### src/rtl/hash_job_sequencer.sv
// Host-side job sequencer for the hashing module: start/abort, attempt counting, termination status.
// Optional watchdog on WAIT built when HASH_JOB_TIMEOUT_EN is defined.
module hash_job_sequencer #(
    parameter int unsigned NONCE_W        = 32,
    parameter int unsigned TIMEOUT_CYCLES = 512
) (
    input  logic               clk,
    input  logic               n_rst,
    input  logic               job_start,
    input  logic               job_abort,
    input  logic [NONCE_W-1:0] nonce_limit,
    input  logic               hash_done,
    input  logic               valid_hash,
    output logic               begin_hash,
    output logic               quit_hash,
    output logic               busy,
    output logic [NONCE_W-1:0] attempts,
    output logic [2:0]         status,
    output logic               job_done
);

    // Pulse protocol: job_start/job_abort/begin_hash/quit_hash/job_done are single-cycle
    // strobes with no back-pressure; hash_done is level, and only its rising edge counts.
    typedef enum logic [1:0] {S_IDLE, S_START, S_WAIT, S_QUIT} state_t;

    localparam logic [2:0] ST_NONE      = 3'd0;
    localparam logic [2:0] ST_FOUND     = 3'd1;
    localparam logic [2:0] ST_EXHAUSTED = 3'd2;
    localparam logic [2:0] ST_ABORTED   = 3'd3;
    localparam logic [2:0] ST_TIMEOUT   = 3'd4;

    state_t             state, next_state;
    logic [NONCE_W-1:0] limit_q;
    logic [NONCE_W-1:0] attempts_inc;
    logic               hash_done_d;
    logic               rise;
    logic               term;
    logic [2:0]         term_code;
    logic               wdog_expire;

    assign rise         = hash_done & ~hash_done_d;
    assign attempts_inc = attempts + NONCE_W'(1);

`ifdef HASH_JOB_TIMEOUT_EN
    localparam int unsigned WDOG_W = $clog2(TIMEOUT_CYCLES);
    logic [WDOG_W-1:0] wdog;

    // Held at zero outside WAIT, so it starts from zero on every WAIT entry.
    always_ff @(posedge clk or negedge n_rst) begin
        if (!n_rst) begin
            wdog <= '0;
        end else if ((state != S_WAIT) || rise) begin
            wdog <= '0;
        end else begin
            wdog <= wdog + WDOG_W'(1);
        end
    end

    assign wdog_expire = (state == S_WAIT) && (wdog == WDOG_W'(TIMEOUT_CYCLES - 1));
`else
    assign wdog_expire = 1'b0;
`endif

    always_ff @(posedge clk or negedge n_rst) begin
        if (!n_rst) begin
            state <= S_IDLE;
        end else begin
            state <= next_state;
        end
    end

    always_comb begin
        next_state = state;
        term       = 1'b0;
        term_code  = ST_NONE;
        case (state)
            S_IDLE: begin
                if (job_start) next_state = S_START;
            end
            S_START: begin
                next_state = S_WAIT;
                if (job_abort) begin
                    next_state = S_QUIT;
                    term       = 1'b1;
                    term_code  = ST_ABORTED;
                end
            end
            S_WAIT: begin
                // Termination causes in priority order.
                if (rise && valid_hash) begin
                    next_state = S_QUIT;
                    term       = 1'b1;
                    term_code  = ST_FOUND;
                end else if (rise && (limit_q != '0) && (attempts_inc == limit_q)) begin
                    next_state = S_QUIT;
                    term       = 1'b1;
                    term_code  = ST_EXHAUSTED;
                end else if (job_abort) begin
                    next_state = S_QUIT;
                    term       = 1'b1;
                    term_code  = ST_ABORTED;
                end else if (wdog_expire) begin
                    next_state = S_QUIT;
                    term       = 1'b1;
                    term_code  = ST_TIMEOUT;
                end
            end
            S_QUIT: begin
                next_state = S_IDLE;
            end
            default: begin
                next_state = S_IDLE;
            end
        endcase
    end

    always_comb begin
        begin_hash = (state == S_START);
        quit_hash  = (state == S_QUIT);
        busy       = (state != S_IDLE);
    end

    always_ff @(posedge clk or negedge n_rst) begin
        if (!n_rst) begin
            limit_q     <= '0;
            attempts    <= '0;
            status      <= ST_NONE;
            hash_done_d <= 1'b0;
            job_done    <= 1'b0;
        end else begin
            hash_done_d <= hash_done;
            job_done    <= (state == S_QUIT);
            if ((state == S_IDLE) && job_start) begin
                limit_q  <= nonce_limit;
                attempts <= '0;
                status   <= ST_NONE;
            end else begin
                if ((state == S_WAIT) && rise) attempts <= attempts_inc;
                if (term) status <= term_code;
            end
        end
    end

endmodule

### config.mk
export PLATFORM = sky130hd
export DESIGN_NAME = hash_job_sequencer
export DESIGN_NICKNAME = d
export VERILOG_FILES = /design/src/rtl/hash_job_sequencer.sv
export SDC_FILE = /design/constraint.sdc
export NUM_CORES = 1
export LEC_CHECK = 0
export BUFFER_PORTS_ARGS = -buffer_cell sky130_fd_sc_hd__clkbuf_2
export CORE_ASPECT_RATIO = 1.2
export CORE_MARGIN = 2
export CORE_UTILIZATION = 53
export CTS_BUF_LIST = sky130_fd_sc_hd__clkbuf_2
export CTS_CLUSTER_DIAMETER = 50
export DETAILED_ROUTE_END_ITERATION = 8
export PLACE_DENSITY = 0.77
export REMOVE_ABC_BUFFERS = 1
export SKIP_LAST_GASP = 1
export SYNTH_ARGS = -nofsm -noshare
export SYNTH_HDL_FRONTEND = slang
export SYNTH_SLANG_ARGS = --single-unit
### constraint.sdc
create_clock -name clk -period 2.7 [get_ports clk]
set_input_delay 0.675 -clock clk [delete_from_list [all_inputs] [get_ports clk]]
set_output_delay 0.675 -clock clk [all_outputs]
set_load 0.01 [all_outputs]
==> impl_metrics.yaml <==
outcome:
  status: "complete, but fails checks"
  violations: "setup timing"
die:
  rows: 36
  start_util_pct: 54.7
  dieHeight_um: 104
  die_w_um: 87.5
  pin_count: 77
  core-area_um2: 8110
  dieArea_um2: 9120
power_and_ir_drop:
  power_mw: 3.99
  p_per_area_nw_per_um2: 678
  leakage_nw: 2.72
  vdd_drop_max_mv: 0.537
logic_synthesis:
  synth_cells: 529
  yosys_most_used_dff: "dfrtp_1"
  netlist_area_um2: 4430
  ys_ff_latch: 70
  yosys_warnings: 0
  ys_types: 66
  seq_area_frac_synth_pct: 39.5
  synth-edff-count: 0
  syn_area_per_cell_um2: 8.38
  async_reset_ff_share_pct: 100
clock_tree:
  cts.htree.levels: 3
  cts-root-buf: "clkbuf_2"
  clkSinkCount: 70
  path_clk_slew_ns: 0.21
  tritoncts: "done"
  cts_buffer_depth: 2
  clock_latency_ns: 0.55
  numCtsBuffers: 9
job:
  cap_violations: 0
route:
  vias: 4693
  routed_via_density: 5.92
  drt_iter0_markers: 192
  wirelength_mm: 14.0
  drt-pass1-iter-count: 5
  routedWlPerCell_um: 17.6
  remaining_drc_errors: 0
  drtAntennaViolNets: 0
global_routing:
  antenna_found_initial: 0
  grt_usage_pct: 30.7
  grt-ovfl-total: 0
  grt_pass1_wl_mm: 22.0
  first_global_vias: 4635
  grt_max_degree: 34
sta:
  finalCritPeriodShare_pct: 108
  whs_ns: 0.0469
  setup-violations-final: 3
  drv_slew: 0
  rsz0062_at_grt: "yes"
  fmax_mhz: 343
  clock_skew_ns: 0.0279
  hold_viol: 0
  worstMarginPinSlew_ns: 0.657
  relSlewSlack_pct: 56.1
  finalSetupTns_ns: -0.602
  postLayoutSetupSlackWorst_ns: -0.214
  period_minus_slack_ns: 2.91
final_layout:
  antenna_cells: 0
  syn_to_final_growth_pct: 32.6
  nFillCells: 639
  multi_input_comb_area_um2: 2650
  final_util_pct: 72.5
  seq_area_um2: 1760
  nets: 737
  fin_cells: 793
  layout-drive-gt1-share_pct: 35.4
  final_area_um2: 5880
critical_path:
  start_kind: "flop"
  rr_worst_depth: 9
  rrSetupSlack_ns: -0.21
  cp.required_ns: 3.14
  reg2reg_to: "status[0]$_DFFE_PN0P_"
  crit_start: "attempts[11]$_DFFE_PN0P_"
  worstPathMaxFanout: 3
  cp.arrival_ns: 3.36
  crit_path_end_kind: "flop"
  r2r-start: "attempts[11]$_DFFE_PN0P_"
  critPathKind: "reg -> reg"
place:
  globalplace.congestion: 0.908
  pre_cts_slack_ns: -0.247
  place.port_buffers: 75
  dp.cells: 761
  dp_hpwl_mm: 10.1
  place_area_um2: 5470
hold_path:
  hp-class: "in -> async"
## cell type report
| cell class | count | share of cell area, % |
|---|---|---|
| tap | 95 | 2.02 |
| inverter | 6 | 0.383 |
| multi-input combinational | 422 | 45.1 |
| clock inverter | 7 | 1.51 |
| clock buffer | 9 | 0.766 |
| timing repair buffer | 184 | 20.4 |
| sequential | 70 | 29.9 |
## worst max path at each step
stage / slack, ns / depth (start not counted) / end
2_1_floorplan: -0.36 / 8 / state[1]$_DFFE_PN0P_
3_3_place_gp: -0.20 / 9 / state[1]$_DFFE_PN0P_
3_5_place_dp: -0.25 / 9 / state[1]$_DFFE_PN0P_
4_1_cts: -0.11 / 8 / state[1]$_DFFE_PN0P_
5_1_grt: -0.32 / 11 / status[0]$_DFFE_PN0P_
6_report: -0.21 / 9 / status[0]$_DFFE_PN0P_
## critical path, cell delays in order, from the launching register on
cell      delay, ns
dfrtp_1        0.43
nand4_2        0.14
or4_4          0.55
o31a_1         0.28
a211oi_2       0.23
nand4_1        0.14
or4_4          0.53
buf_4          0.16
nor4b_4        0.27
a211oi_2       0.07
## layer usage
layer  vias up  routed length (µm)  global-route usage (%)
li1       2192                   -                       -
met5         -                   0                       0
met3        61                 621                    5.08
met2       180                7150                    52.1
met4         0                 731                    16.8
met1      2260                5460                    35.9
## where the power goes
group	total, mW	switching, mW	internal, mW
Combinational	1.63	0.911	0.720
Sequential	1.66	0.336	1.32
Clock	0.700	0.401	0.299
Total	3.99	1.65	2.34
## synth_stat cells, types with 3 or more instances
| cell type | number | area, µm² |
|---|---|---|
| a211oi_1 | 3 | 22.5 |
| a21oi_1 | 17 | 85.1 |
| a31o_2 | 3 | 26.3 |
| a31oi_1 | 3 | 18.8 |
| and2_1 | 3 | 18.8 |
| and3_1 | 4 | 25.0 |
| buf_2 | 6 | 30.0 |
| buf_4 | 6 | 45.0 |
| clkbuf_1 | 16 | 60.1 |
| dfrtp_1 | 70 | 1750 |
| ha_1 | 6 | 75.1 |
| inv_1 | 6 | 22.5 |
| nand2_1 | 130 | 488 |
| nand3_1 | 14 | 70.1 |
| nand4_1 | 21 | 131 |
| nor2_1 | 35 | 131 |
| nor3_1 | 13 | 65.1 |
| nor3b_1 | 4 | 30.0 |
| nor4_1 | 16 | 100 |
| o21ai_0 | 19 | 95.1 |
| o31ai_1 | 6 | 45.0 |
| or3_1 | 18 | 113 |
| or4_2 | 3 | 26.3 |
| or4_4 | 3 | 33.8 |
| xnor2_1 | 40 | 350 |
| xor2_1 | 15 | 131 |
## sequential cells by signal, indices dropped and copies added, names as in the netlist
| signal | flops |
|---|---|
| attempts | 32 |
| state | 2 |
| status | 2 |
| job_done | 1 |
| hash_done_d | 1 |
| limit_q | 32 |
## cells by family after synthesis
group | after synthesis | synth area share, %
other cells | 1 | 0.0846
simple gates | 286 | 32.3
compound gates | 73 | 11.1
flops | 70 | 39.5
fa+ha+maj | 6 | 1.69
mux | 1 | 0.254
buf+inv | 37 | 4.18
xor+xnor | 55 | 10.9
## cells in the final DEF, fill, tap and decap left out, types with 4 or more instances in the layout
cell type	n
a21oi_1	16
o31ai_1	5
nor3_1	10
inv_1	6
nand4_1	21
or3_1	16
dfrtp_1	66
and3_1	4
nor4_1	13
xor2_1	15
nand3_1	12
nor2_1	35
nand2_1	129
clkbuf_2	83
xnor2_1	40
dfrtp_2	4
buf_4	108
o21ai_0	19
nor3b_1	4
ha_1	5
## timing repair
item,CTS,global route
pin swaps,6,17
gates resized for setup,16,18
setup endpoints to repair,4,4
setup buffers,9,9
hold buffers,0,0
Power figures use the tool's default switching activity.
